==> src/rtl/tartaruga_pkg.sv <==
// Shared types for the memory stage: instruction fields, pipeline payloads,
// FSM states and access-size helpers.
package tartaruga_pkg;

    typedef logic [4:0] reg_addr_t;

    typedef enum logic [1:0] {
        BYTE = 2'd0,
        HALF = 2'd1,
        WORD = 2'd2
    } mem_size_t;

    typedef enum logic [1:0] {
        IDLE = 2'd0,
        REQ  = 2'd1,
        WAIT = 2'd2
    } mem_state_t;

    typedef struct packed {
        reg_addr_t rd;
        reg_addr_t rs1;
        reg_addr_t rs2;
        logic      reg_write;
        logic      is_load;
        logic      is_store;
        mem_size_t mem_size;
        logic      mem_unsigned;
    } instr_t;

    localparam instr_t NOP_INSTR = '{
        rd:           5'd0,
        rs1:          5'd0,
        rs2:          5'd0,
        reg_write:    1'b0,
        is_load:      1'b0,
        is_store:     1'b0,
        mem_size:     BYTE,
        mem_unsigned: 1'b0
    };

    typedef struct packed {
        logic        valid;
        instr_t      instr;
        logic [31:0] result;
        logic [31:0] data_rs2;
        logic        branch_taken;
    } exe_to_mem_t;

    typedef struct packed {
        logic        valid;
        instr_t      instr;
        logic [31:0] result;
        logic        misaligned;
    } mem_to_wb_t;

    function automatic logic is_mem_op(input instr_t instr);
        return instr.is_load || instr.is_store;
    endfunction

    function automatic logic is_misaligned(input mem_size_t size, input logic [1:0] offset);
        logic mis;
        case (size)
            HALF:    mis = offset[0];
            WORD:    mis = |offset;
            default: mis = 1'b0;
        endcase
        return mis;
    endfunction

endpackage

==> src/rtl/mem_stage_if.sv <==
// Data-memory request/response bus between the memory stage (master) and
// the data memory (slave).
interface mem_stage_if;

    logic        dmem_req_valid_o;
    logic        dmem_req_ready_i;
    logic [31:0] dmem_req_addr_o;
    logic        dmem_req_we_o;
    logic [31:0] dmem_req_wdata_o;
    logic [3:0]  dmem_req_be_o;
    logic        dmem_rsp_valid_i;
    logic [31:0] dmem_rsp_rdata_i;

    modport master (
        output dmem_req_valid_o,
        output dmem_req_addr_o,
        output dmem_req_we_o,
        output dmem_req_wdata_o,
        output dmem_req_be_o,
        input  dmem_req_ready_i,
        input  dmem_rsp_valid_i,
        input  dmem_rsp_rdata_i
    );

    modport slave (
        input  dmem_req_valid_o,
        input  dmem_req_addr_o,
        input  dmem_req_we_o,
        input  dmem_req_wdata_o,
        input  dmem_req_be_o,
        output dmem_req_ready_i,
        output dmem_rsp_valid_i,
        output dmem_rsp_rdata_i
    );

endinterface

==> src/rtl/mem_stage_align.sv <==
// Byte-lane alignment shared by stores (enables + lane replication) and
// loads (shift down + sign/zero extension).
module mem_align
    import tartaruga_pkg::*;
(
    input  mem_size_t   size_i,
    input  logic        unsigned_i,
    input  logic [1:0]  offset_i,
    input  logic [31:0] store_data_i,
    input  logic [31:0] load_word_i,
    output logic [3:0]  be_o,
    output logic [31:0] wdata_o,
    output logic [31:0] load_data_o,
    output logic        misaligned_o
);

    logic [31:0] shifted;

    assign shifted      = load_word_i >> {offset_i, 3'b000};
    assign misaligned_o = is_misaligned(size_i, offset_i);

    always_comb begin
        case (size_i)
            BYTE:    be_o = 4'b0001 << offset_i;
            HALF:    be_o = 4'b0011 << {offset_i[1], 1'b0};
            default: be_o = 4'b1111;
        endcase
    end

    // Each lane carries the low byte (byte), the matching half byte (half)
    // or its own byte (word), so the memory only has to honour be_o.
    for (genvar gi = 0; gi < 4; gi++) begin : g_lane
        assign wdata_o[8*gi +: 8] =
            (size_i == BYTE) ? store_data_i[7:0] :
            (size_i == HALF) ? store_data_i[8*(gi%2) +: 8] :
                               store_data_i[8*gi +: 8];
    end

    always_comb begin
        case (size_i)
            BYTE:    load_data_o = {{24{~unsigned_i & shifted[7]}},  shifted[7:0]};
            HALF:    load_data_o = {{16{~unsigned_i & shifted[15]}}, shifted[15:0]};
            default: load_data_o = shifted;
        endcase
    end

endmodule

==> src/rtl/mem_stage.sv <==
// Memory pipeline stage: one outstanding data-memory access at a time,
// stalling upstream until the access completes.
module mem_stage
    import tartaruga_pkg::*;
(
    input  logic          clk_i,
    input  logic          rstn_i,
    input  exe_to_mem_t   exe_to_mem_i,
    input  reg_addr_t     rs1_decoded_i,
    input  reg_addr_t     rs2_decoded_i,
    mem_stage_if.master   dmem,
    output mem_to_wb_t    mem_to_wb_o,
    output logic          stall_o,
    output logic          hazard_on_mem_o
);

    localparam exe_to_mem_t STAGE_RESET = '{
        valid:        1'b0,
        instr:        NOP_INSTR,
        result:       32'd0,
        data_rs2:     32'd0,
        branch_taken: 1'b0
    };

    localparam mem_to_wb_t WB_RESET = '{
        valid:      1'b0,
        instr:      NOP_INSTR,
        result:     32'd0,
        misaligned: 1'b0
    };

    mem_state_t  state_q, state_d;
    exe_to_mem_t stage_q, stage_d;
    mem_to_wb_t  wb_q, wb_d;

    logic [3:0]  lane_be;
    logic [31:0] lane_wdata;
    logic [31:0] load_data;
    logic        stage_misaligned;
    logic        incoming_access;
    logic        unused_bits;

    mem_align u_align (
        .size_i       (stage_q.instr.mem_size),
        .unsigned_i   (stage_q.instr.mem_unsigned),
        .offset_i     (stage_q.result[1:0]),
        .store_data_i (stage_q.data_rs2),
        .load_word_i  (dmem.dmem_rsp_rdata_i),
        .be_o         (lane_be),
        .wdata_o      (lane_wdata),
        .load_data_o  (load_data),
        .misaligned_o (stage_misaligned)
    );

    assign unused_bits = stage_q.branch_taken;

    assign incoming_access = exe_to_mem_i.valid && is_mem_op(exe_to_mem_i.instr) &&
                             !is_misaligned(exe_to_mem_i.instr.mem_size, exe_to_mem_i.result[1:0]);

    always_ff @(posedge clk_i or negedge rstn_i) begin
        if (!rstn_i) begin
            state_q <= IDLE;
        end else begin
            state_q <= state_d;
        end
    end

    // A capture decides the next state directly, so an aligned access
    // enters REQ in the same cycle the stage register takes it.
    always_comb begin
        state_d = state_q;
        if (!stall_o) begin
            state_d = incoming_access ? REQ : IDLE;
        end else if (state_q == REQ && dmem.dmem_req_ready_i) begin
            state_d = WAIT;
        end
    end

    always_comb begin
        stall_o = 1'b0;
        case (state_q)
            REQ:     stall_o = !(dmem.dmem_req_ready_i && stage_q.instr.is_store);
            WAIT:    stall_o = !dmem.dmem_rsp_valid_i;
            default: stall_o = 1'b0;
        endcase
    end

    always_comb begin
        dmem.dmem_req_valid_o = (state_q == REQ);
        dmem.dmem_req_addr_o  = {stage_q.result[31:2], 2'b00};
        dmem.dmem_req_we_o    = stage_q.instr.is_store;
        dmem.dmem_req_wdata_o = lane_wdata;
        dmem.dmem_req_be_o    = lane_be;
    end

    always_comb begin
        hazard_on_mem_o = (state_q != IDLE) && stage_q.valid && stage_q.instr.is_load &&
                          (stage_q.instr.rd != 5'd0) &&
                          ((rs1_decoded_i == stage_q.instr.rd) || (rs2_decoded_i == stage_q.instr.rd));
    end

    always_comb begin
        stage_d = stall_o ? stage_q : exe_to_mem_i;

        wb_d            = WB_RESET;
        wb_d.instr      = stage_q.instr;
        wb_d.result     = stage_q.result;
        case (state_q)
            IDLE: begin
                // Only non-memory or misaligned instructions sit here in IDLE.
                if (stage_q.valid) begin
                    wb_d.valid = 1'b1;
                    if (is_mem_op(stage_q.instr) && stage_misaligned) begin
                        wb_d.misaligned      = 1'b1;
                        wb_d.instr.reg_write = 1'b0;
                    end
                end
            end
            REQ: begin
                if (dmem.dmem_req_ready_i && stage_q.instr.is_store) begin
                    wb_d.valid = 1'b1;
                end
            end
            WAIT: begin
                if (dmem.dmem_rsp_valid_i) begin
                    wb_d.valid  = 1'b1;
                    wb_d.result = load_data;
                end
            end
            default: wb_d.valid = 1'b0;
        endcase
    end

    always_ff @(posedge clk_i or negedge rstn_i) begin
        if (!rstn_i) begin
            stage_q <= STAGE_RESET;
            wb_q    <= WB_RESET;
        end else begin
            stage_q <= stage_d;
            wb_q    <= wb_d;
        end
    end

    assign mem_to_wb_o = wb_q;

endmodule

==> src/flat_wrapper.sv <==
// flat-port wrapper written by rule: the top's interface ports become plain ports
module mem_stage_flat import tartaruga_pkg::*;
  (clk_i, rstn_i, exe_to_mem_i, rs1_decoded_i, rs2_decoded_i, mem_to_wb_o, stall_o, hazard_on_mem_o, dmem_dmem_req_valid_o, dmem_dmem_req_addr_o, dmem_dmem_req_we_o, dmem_dmem_req_wdata_o, dmem_dmem_req_be_o, dmem_dmem_req_ready_i, dmem_dmem_rsp_valid_i, dmem_dmem_rsp_rdata_i);
  mem_stage_if dmem_i ();
  input  logic clk_i;
  input  logic rstn_i;
  input  exe_to_mem_t exe_to_mem_i;
  input  reg_addr_t rs1_decoded_i;
  input  reg_addr_t rs2_decoded_i;
  output mem_to_wb_t mem_to_wb_o;
  output logic stall_o;
  output logic hazard_on_mem_o;
  output wire logic [$bits(dmem_i.dmem_req_valid_o)-1:0] dmem_dmem_req_valid_o;
  output wire logic [$bits(dmem_i.dmem_req_addr_o)-1:0] dmem_dmem_req_addr_o;
  output wire logic [$bits(dmem_i.dmem_req_we_o)-1:0] dmem_dmem_req_we_o;
  output wire logic [$bits(dmem_i.dmem_req_wdata_o)-1:0] dmem_dmem_req_wdata_o;
  output wire logic [$bits(dmem_i.dmem_req_be_o)-1:0] dmem_dmem_req_be_o;
  input wire logic [$bits(dmem_i.dmem_req_ready_i)-1:0] dmem_dmem_req_ready_i;
  input wire logic [$bits(dmem_i.dmem_rsp_valid_i)-1:0] dmem_dmem_rsp_valid_i;
  input wire logic [$bits(dmem_i.dmem_rsp_rdata_i)-1:0] dmem_dmem_rsp_rdata_i;
  assign dmem_dmem_req_valid_o = dmem_i.dmem_req_valid_o;
  assign dmem_dmem_req_addr_o = dmem_i.dmem_req_addr_o;
  assign dmem_dmem_req_we_o = dmem_i.dmem_req_we_o;
  assign dmem_dmem_req_wdata_o = dmem_i.dmem_req_wdata_o;
  assign dmem_dmem_req_be_o = dmem_i.dmem_req_be_o;
  assign dmem_i.dmem_req_ready_i = dmem_dmem_req_ready_i;
  assign dmem_i.dmem_rsp_valid_i = dmem_dmem_rsp_valid_i;
  assign dmem_i.dmem_rsp_rdata_i = dmem_dmem_rsp_rdata_i;
  mem_stage u_core (.clk_i(clk_i), .rstn_i(rstn_i), .exe_to_mem_i(exe_to_mem_i), .rs1_decoded_i(rs1_decoded_i), .rs2_decoded_i(rs2_decoded_i), .dmem(dmem_i), .mem_to_wb_o(mem_to_wb_o), .stall_o(stall_o), .hazard_on_mem_o(hazard_on_mem_o));
endmodule
==> config.mk <==
export PLATFORM = sky130hd
export DESIGN_NAME = mem_stage_flat
export DESIGN_NICKNAME = d
export VERILOG_FILES = /design/src/rtl/tartaruga_pkg.sv /design/src/rtl/mem_stage_if.sv /design/src/rtl/mem_stage_align.sv /design/src/rtl/mem_stage.sv /design/src/flat_wrapper.sv
export SDC_FILE = /design/constraint.sdc
export NUM_CORES = 1
export LEC_CHECK = 0
export ABC_AREA = 1
export ABC_CLOCK_PERIOD_IN_PS = 4400
export CAP_MARGIN = 20
export CORE_MARGIN = 4
export CORE_UTILIZATION = 48
export DETAILED_ROUTE_END_ITERATION = 12
export PLACE_DENSITY = 0.87
export SYNTH_ARGS = -nofsm -noshare
export SYNTH_HDL_FRONTEND = slang
export SYNTH_SLANG_ARGS = --single-unit
==> constraint.sdc <==
create_clock -name clk_i -period 4.4 [get_ports clk_i]
set_input_delay 0.88 -clock clk_i [delete_from_list [all_inputs] [get_ports clk_i]]
set_output_delay 0.88 -clock clk_i [all_outputs]
set_load 0.01 [all_outputs]
### Yosys cells after proc, flatten, opt, wreduce, memory -nomap -nowiden

Index checks and enable logic that the tools add are counted.

| cells by class | value |
|---|---|
| $add $sub $neg | 0 |
| multipliers | 0 |
| div/mod/pow operators | 0 |
| order comparisons | 0 |
| equality and inequality tests | 9 |
| shifts and indexed selects | 3 |
| muxes and demuxes | 25 |
| bitwise operators | 3 |
| reduce and logical (&&, ||, !) cells | 21 |

Operators with widths:

| kind | number |
|---|---|
| two-way mux 32 bit | 2 |
| case mux 32 bit (2 select lines) | 1 |
| two-way mux 8 bit | 5 |
| right shift 32 x 5 -> 32 bit | 1 |
| == test 5 bit | 2 |
| two-way mux 1 bit | 10 |
| logical AND 1 bit | 9 |
| case mux 4 bit (2 select lines) | 1 |
| == test 2 x 1 -> 1 bit, second input constant | 3 |
| == test 2 bit, second input constant | 3 |
| case mux 1 bit (2 select lines) | 3 |
| nonzero test 5 bit | 1 |
| zero test 2 bit | 2 |
| two-way mux 2 bit | 2 |
| OR reduction 2 bit | 2 |
| left shift 1 x 2 -> 4 bit, first input constant | 1 |
| left shift 2 x 2 -> 4 bit, first input constant | 1 |
| zero test 1 bit | 3 |
| logical OR 1 bit | 3 |
| case mux 1 bit (3 select lines) | 1 |
| bitwise AND 1 bit | 2 |
| inequality test 2 bit, second input constant | 1 |
| nonzero test 2 bit | 1 |
| inverter 1 bit | 1 |

| storage, ports and cells | value |
|---|---|
| register bits after elaboration | 143 |
| latch bits | 0 |
| bits in writable memories | 0 |
| memory bits (read-only) | 0 |
| bits of input ports | 133 |
| output and inout bits | 127 |
| memories kept | 0 |

### Depth between registers and ports, before layout

| depth | value |
|---|---|
| word-level depth | 6 |
| mapped depth | 10 |
| gate-level depth less buffers | 8 |

### Modules after synthesis

From an unflattened synthesis, not the netlist that was laid out.

| second synthesis, totals | value |
|---|---|
| cells, all modules | 852 |
| area total of the unflattened synthesis | 7,009.2 um^2 |

Modules (own cells, without submodules):

| module | times used | cells an instance | area each (um^2) | seq. area each (um^2) |
|---|---|---|---|---|
| mem_stage | 1 | 596 | 5,690.5 | 3,578.4 |
| mem_align | 1 | 256 | 1,318.8 | 0.0 |

### Worst setup path before layout

No wires, ideal clock.

| path | value |
|---|---|
| path kind | reg2out |
| start point | reg u_core.stage_q[66] (netlist bit) |
| end point | out dmem_dmem_req_wdata_o[21] |
| arrival time | 1,424 ps |
| required time | 3,520 ps |
| setup slack | 2,096 ps |
| stages on the path, launching flop included | 8 |
| path through | dfrtp_1 -> inv_1 -> ha_1 -> buf_6 -> nor2_1 -> buf_2 -> nand2_1 -> o21ai_0 |

| between the ends | value |
|---|---|
| word-level cells in the longest chain between the ends | 3 |

Ends and longest elaborated chain:

| element | RTL line | source |
|---|---|---|
| from (decl) | mem_stage.sv:33 | `exe_to_mem_t stage_q, stage_d;` |
| from (signal assigned) | mem_stage.sv:139 | `stage_q <= stage_d;` |
| == test 2 x 1 -> 1 bit | mem_stage_align.sv:35 | `(size_i == HALF) ? store_data_i[8*(gi%2) +: 8] :` |
| two-way mux 8 bit | mem_stage_align.sv:35 |  |
| two-way mux 8 bit (*) | mem_stage_align.sv:34 | `(size_i == BYTE) ? store_data_i[7:0] :` |
| to (decl) | flat_wrapper.sv:16 | `output wire logic [$bits(dmem_i.dmem_req_wdata_o)-1:0] dmem_dmem_req_wdata_o;` |

Every way passes the cells marked *; elsewhere a longest branch is shown, timed or not.

### Worst setup path after layout

| path | value |
|---|---|
| start point | reg u_core.stage_q[67] (netlist bit) |
| end point | out dmem_dmem_req_wdata_o[23] |

The elaborated chain is that of the path after synthesis.

==> impl_metrics.ini <==
[clock_tree]
clock_tree.root_cell = clkbuf_16
postCtsResizedCells = 0
cts_buffer_depth = 2
worst_skew_pair.late_latency_ns = 0.42
cts_tree = done
cts_setup_buffers = 0
cts_hold_repair.buffers = 0
cts_buffers = 17
cts_sinks = 143
cts_max_level = 4
path_clk_slew_ns = 0.06

[route]
first_pass_iters = 5
vias = 6044
drt_iter0_markers = 509
drc = 0
antenna_left = 0
wl_um = 20000
vias_per_cell = 5.08
avgRoutedWirePerCell_um = 16.8

[final_layout]
area_growth_pct = 42.9
drive_above_1_share = 0.0743
nets = 1139
antenna_cells = 0
nFillCells = 1046
stdcell_count = 1189

[yosys]
synth_adder_area_share = 0.0185
yosysTopAreaCell = dfrtp_1
synth_top_family_by_area = simple AND/OR/NAND/NOR gates
synth-simple-area-share = 0.188
synth_xor_area_frac = 0.0129
yosys-top-cells-area = dfrtp_1, nand2_1, o21ai_0, buf_4, inv_1
synth_warnings = 0
netlist_area_um2 = 6770
seq_area_frac_synth = 0.529
synthArstFlopShare = 1.00
synthFlopType = dfrtp_1
postSynthAreaPerCell_um2 = 8.57
synthTopCellsByCount = nand2_1, dfrtp_1, o21ai_0
netlist.area_leader.share = 0.529
synth.distinct_cells = 33
synth_mux_area_frac = 0
synth_compound_area_frac = 0.133
ys_seq_elements = 143
synth_edf_count = 0
synthCells = 790
synth_most_common_cell = nand2_1

[placed_design]
dpl.cell_count = 1156
place.gp.congestion = 0.864
place_hpwl_um = 14500
io_buffers = 256

[global_routing]
antenna_found_initial = 0
grt_pass1_wl_um = 31200
grt_overflow = 0
grt_pass1_vias = 6064
grt_max_degree = 128
grtUsageTotal = 0.248

[critical_path]
end_kind = output port
crit_fanout = 16
path_class = reg -> out
startpoint_type = flip-flop
required_ns = 3.52
startpoint = u_core.stage_q[67]$_DFFE_PN0N_
cp_data_arrival_time_ns = 2.90
reg2reg_from = u_core.state_q[0]$_DFFE_PN0P_

[floorplan]
ios = 260
core_um2 = 13800
die_h_um = 127
initial_core_util = 0.490
row_count = 43
dieArea_um2 = 16100
fp.dieW_um = 127

[sta]
max_freq_ghz = 0.265
clock_skew_ns = 0.00698
slew_headroom = 0.340
slew_viol_final = 0
tightest_slew_ns = 0.986
hold_violations = 0
period_share = 0.858
rsz0062_at_grt = no
period_minus_slack_ns = 3.78
setup_tns_ns = 0
setup_viol = 0

[power_and_ir_drop]
vdd.ir_drop.worst_mv = 0.228
power_density_nw_per_um2 = 389
p_leak_nw = 4.56

[run]
drv_cap = 0

[hold_path]
min_path_type = reg -> reg
worstHoldStart = u_core.stage_q[73]$_DFFE_PN0N_

[run_status]
status = finished clean
per-stage QoR:
| step | worst slack [ns] | utilization | hold WS (ns) | total power [W] | cell area (µm²) |
|---|---|---|---|---|---|
| floorplan | 2.10 | - | 0.354 | 0.00194 | 6770 |
| global placement | 1.18 | 0.656 | 0.356 | 0.00238 | 9070 |
| detailed placement | 1.11 | 0.656 | 0.363 | 0.00240 | 9070 |
| CTS | 0.592 | 0.698 | 0.377 | 0.00379 | 9650 |
| global route | 0.390 | 0.700 | 0.387 | 0.00394 | 9680 |
| finish | 0.624 | 0.700 | 0.377 | 0.00377 | 9680 |
final cells by class:
class / instances / area (µm²) / share of cell area
Sequential cell: 143 / 3580 / 0.370
Timing Repair Buffer: 263 / 2640 / 0.272
Multi-Input combinational cell: 502 / 2400 / 0.248
Clock buffer: 20 / 467 / 0.0482
Inverter: 69 / 262 / 0.0270
Tap cell: 180 / 225 / 0.0233
Clock inverter: 12 / 110 / 0.0114
registers in the layout, indices dropped and copies added, names as in the netlist:
name	cells
u_core.mem_to_wb_o	55
u_core.stage_q	55
u_core.dmem.dmem_req_addr_o	30
u_core.state_q	2
u_core.dmem.dmem_req_we_o	1
final timing paths:
| check | endpoint | slack, ns | cells past startpoint |
|---|---|---|---|
| hold reg to reg | u_core.mem_to_wb_o[41]$_DFF_PN0_ | 0.38 | 0 |
| min in group asynchronous | u_core.mem_to_wb_o[47]$_DFF_PN0_ | 0.48 | 1 |
| setup reg to reg | u_core.mem_to_wb_o[9]$_DFF_PN0_ | 2.09 | 7 |
| setup / recovery | dmem_dmem_req_wdata_o[23] | 0.62 | 6 |
| max in group asynchronous | u_core.dmem.dmem_req_addr_o[18]$_DFFE_PN0N_ | 2.97 | 2 |
| hold / removal | u_core.mem_to_wb_o[41]$_DFF_PN0_ | 0.38 | 0 |
cells by family (layout without fill, tap and decap cells):
| family | Yosys count | count (layout) |
|---|---|---|
| AND/OR/NAND/NOR | 316 | 316 |
| AO/OA/AOI/OAI | 164 | 164 |
| buffers and inverters | 146 | 364 |
| flip-flops | 143 | 143 |
| adder cells (fa/ha/maj) | 10 | 10 |
| XOR/XNOR | 10 | 10 |
| other | 1 | 2 |
layout by cell type, fill, tap and decap left out, drive strengths merged, types with 4 or more instances in the layout:
cell type | Yosys | routed
a21oi | 36 | 36
buf | 68 | 8
clkbuf | 9 | 20
clkdlybuf4s50 | 0 | 255
clkinv | 0 | 5
clkinvlp | 0 | 4
dfrtp | 143 | 143
ha | 10 | 10
inv | 69 | 71
nand2 | 233 | 233
nand3 | 13 | 13
nor2 | 55 | 55
o211ai | 6 | 6
o21ai | 112 | 112
o221ai | 5 | 5
or2 | 12 | 12
xor2 | 8 | 8
critical path, cell delays in order (launching register included):
cell and delay, ns:
dfrtp_1 0.37, inv_1 0.09, ha_1 0.34, nor2_1 0.81, nand2_1 0.14, o21ai_0 0.13, clkdlybuf4s50_1 0.59
layer usage:
| metal | vias up | wire [µm] | global-route usage |
|---|---|---|---|
| met5 | - | 0 | 0 |
| met2 | 290 | 9660 | 0.414 |
| met1 | 2816 | 7700 | 0.293 |
| met4 | 0 | 794 | 0.112 |
| li1 | 2876 | - | - |
| met3 | 62 | 1840 | 0.0796 |
report_power, final:
group,leakage [nW],internal (W),switching [W]
Combinational,2.60,0.000441,0.000425
Clock,0.275,0.000823,0.000557
Sequential,1.69,0.00145,0.0000761
(Power assumes the default switching activity.)
==> RTL edit: new RTL, config.mk and constraints unchanged <==
Make the reset (`rstn_i`) synchronous in 2 clocked blocks.
--- a/src/rtl/mem_stage.sv
+++ b/src/rtl/mem_stage.sv
@@ -59,3 +59,3 @@
 
-    always_ff @(posedge clk_i or negedge rstn_i) begin
+    always_ff @(posedge clk_i) begin
         if (!rstn_i) begin
@@ -133,3 +133,3 @@
 
-    always_ff @(posedge clk_i or negedge rstn_i) begin
+    always_ff @(posedge clk_i) begin
         if (!rstn_i) begin
Formal check against the unedited RTL: differs if rstn_i is asserted again (counterexample within 4 cycles, from zero or initial values and one cycle with rstn_i low); with rstn_i held inactive, the same outputs for 10 cycles.
==> RTL edit against the original RTL <==
Routed wire length decreased by 1.9%; worst setup slack improved by 0.27 ns; sequential cell count unchanged; area after synthesis decreased by 3.5%; hold slack improved by 0.042 ns; clock skew increased by 0.0010 ns; power decreased by 8.2%; design area decreased by 3.3%.
==> RTL edit: results (changes against the original RTL) <==
Run status
  – Status: finished, final reports clean

Placed design
  – Placed Area: 8740 µm² (-3.7%)
  – Post-detail-place hpwl: 13.8 mm (-4.4%)
  – RePlAce Congestion: 0.885 (+2.5%)

Synthesis
  – Synth cell count leaders: nor2_1 (207), dfxtp_1 (143), o21ai_0 (124)
  – Predominant post-synthesis flop cell: dfxtp_1
  – Register area share after synthesis: 43.8% (-9.1 points)
  – Synth area leaders: dfxtp_1 (44%), nor2_1 (12%), o21ai_0 (9.5%)
  – Synth Area in Adders: 1.91% (+0.066 points)
  – Yosys cell types: 41 (+24%)
  – Synth Area in XOR/XNOR: 1.21% (-0.088 points)
  – Post-synthesis async set-or-reset flop share: 0% (-100 points)

GRT
  – Met1 capacity usage during global routing: 29.7% (+0.47 points)
  – Met2 usage: 40.5% (-0.98 points)
  – GRT met3 Usage: 7.85% (-0.11 points)
  – First-pass GRT wire length: 30.7 mm (-1.5%)

Hold path
  – Hold Path Origin: u_core.stage_q[73]$_SDFFE_PN0N_
  – Hold path depth: 2 (+2)
  – Worst hold endpoint: u_core.mem_to_wb_o[41]$_SDFF_PN0_

Critical path
  – R2R depth: 9 (+2)
  – Register-to-register setup slack: 2.24 ns (+0.15 ns)
  – Critical path arrival: 2.62 ns (-0.28 ns)
  – FF-to-FF End: u_core.state_q[0]$_SDFFE_PN0P_
  – Setup crit end: dmem_dmem_req_wdata_o[21]

Power and ir drop
  – Static leakage: 4.01 nW (-12%)

Layout
  – Layout cells sized above 1: 8.56% (+1.1 points)

Drt
  – Wire length per cell: 15.7 µm (-6.8%)
  – Initial DRC count: 356 (-30%)
  – Via density: 5.03 (-1.1%)
  – Metal-1 WL: 8.29 mm (+7.7%)
  – Routed wl met3: 1.54 mm (-16%)
==> RTL edit: area by class of cell <==
type | count | area (µm²)
inverters | 59 | 224
well taps | 176 | 220
repair buffers | 260 | 2590
fillers | 1097 | 3940
clock inverters | 10 | 134
multi-input cells | 581 | 2840
clock buffers | 22 | 484
flip-flops and latches | 143 | 2860
==> RTL edit: power by group <==
part,leakage [nW],internal [mW],switching [mW]
sequential,1.18,1.37,0.0475
clock,0.302,0.949,0.529
combinational,2.52,0.305,0.260
==> RTL edit: metrics by stage <==
stage	instances	util [%]	total power, mW	hold slack [ns]
4_1_cts	1251	70.4	3.48	0.421
3_5_place_dp	1219	65.7	2.00	0.413
6_report	1251	70.4	3.46	0.419
3_3_place_gp	1219	65.7	1.99	0.407
5_1_grt	1251	70.4	3.59	0.435
2_1_floorplan	874	-	1.72	0.404
==> RTL edit: critical path: stages (launching register included) <==
cell	delay [ns]
dfxtp_1	0.39
inv_1	0.08
ha_1	0.39
nor2_2	0.46
mux2_2	0.39
clkdlybuf4s50_1	0.48
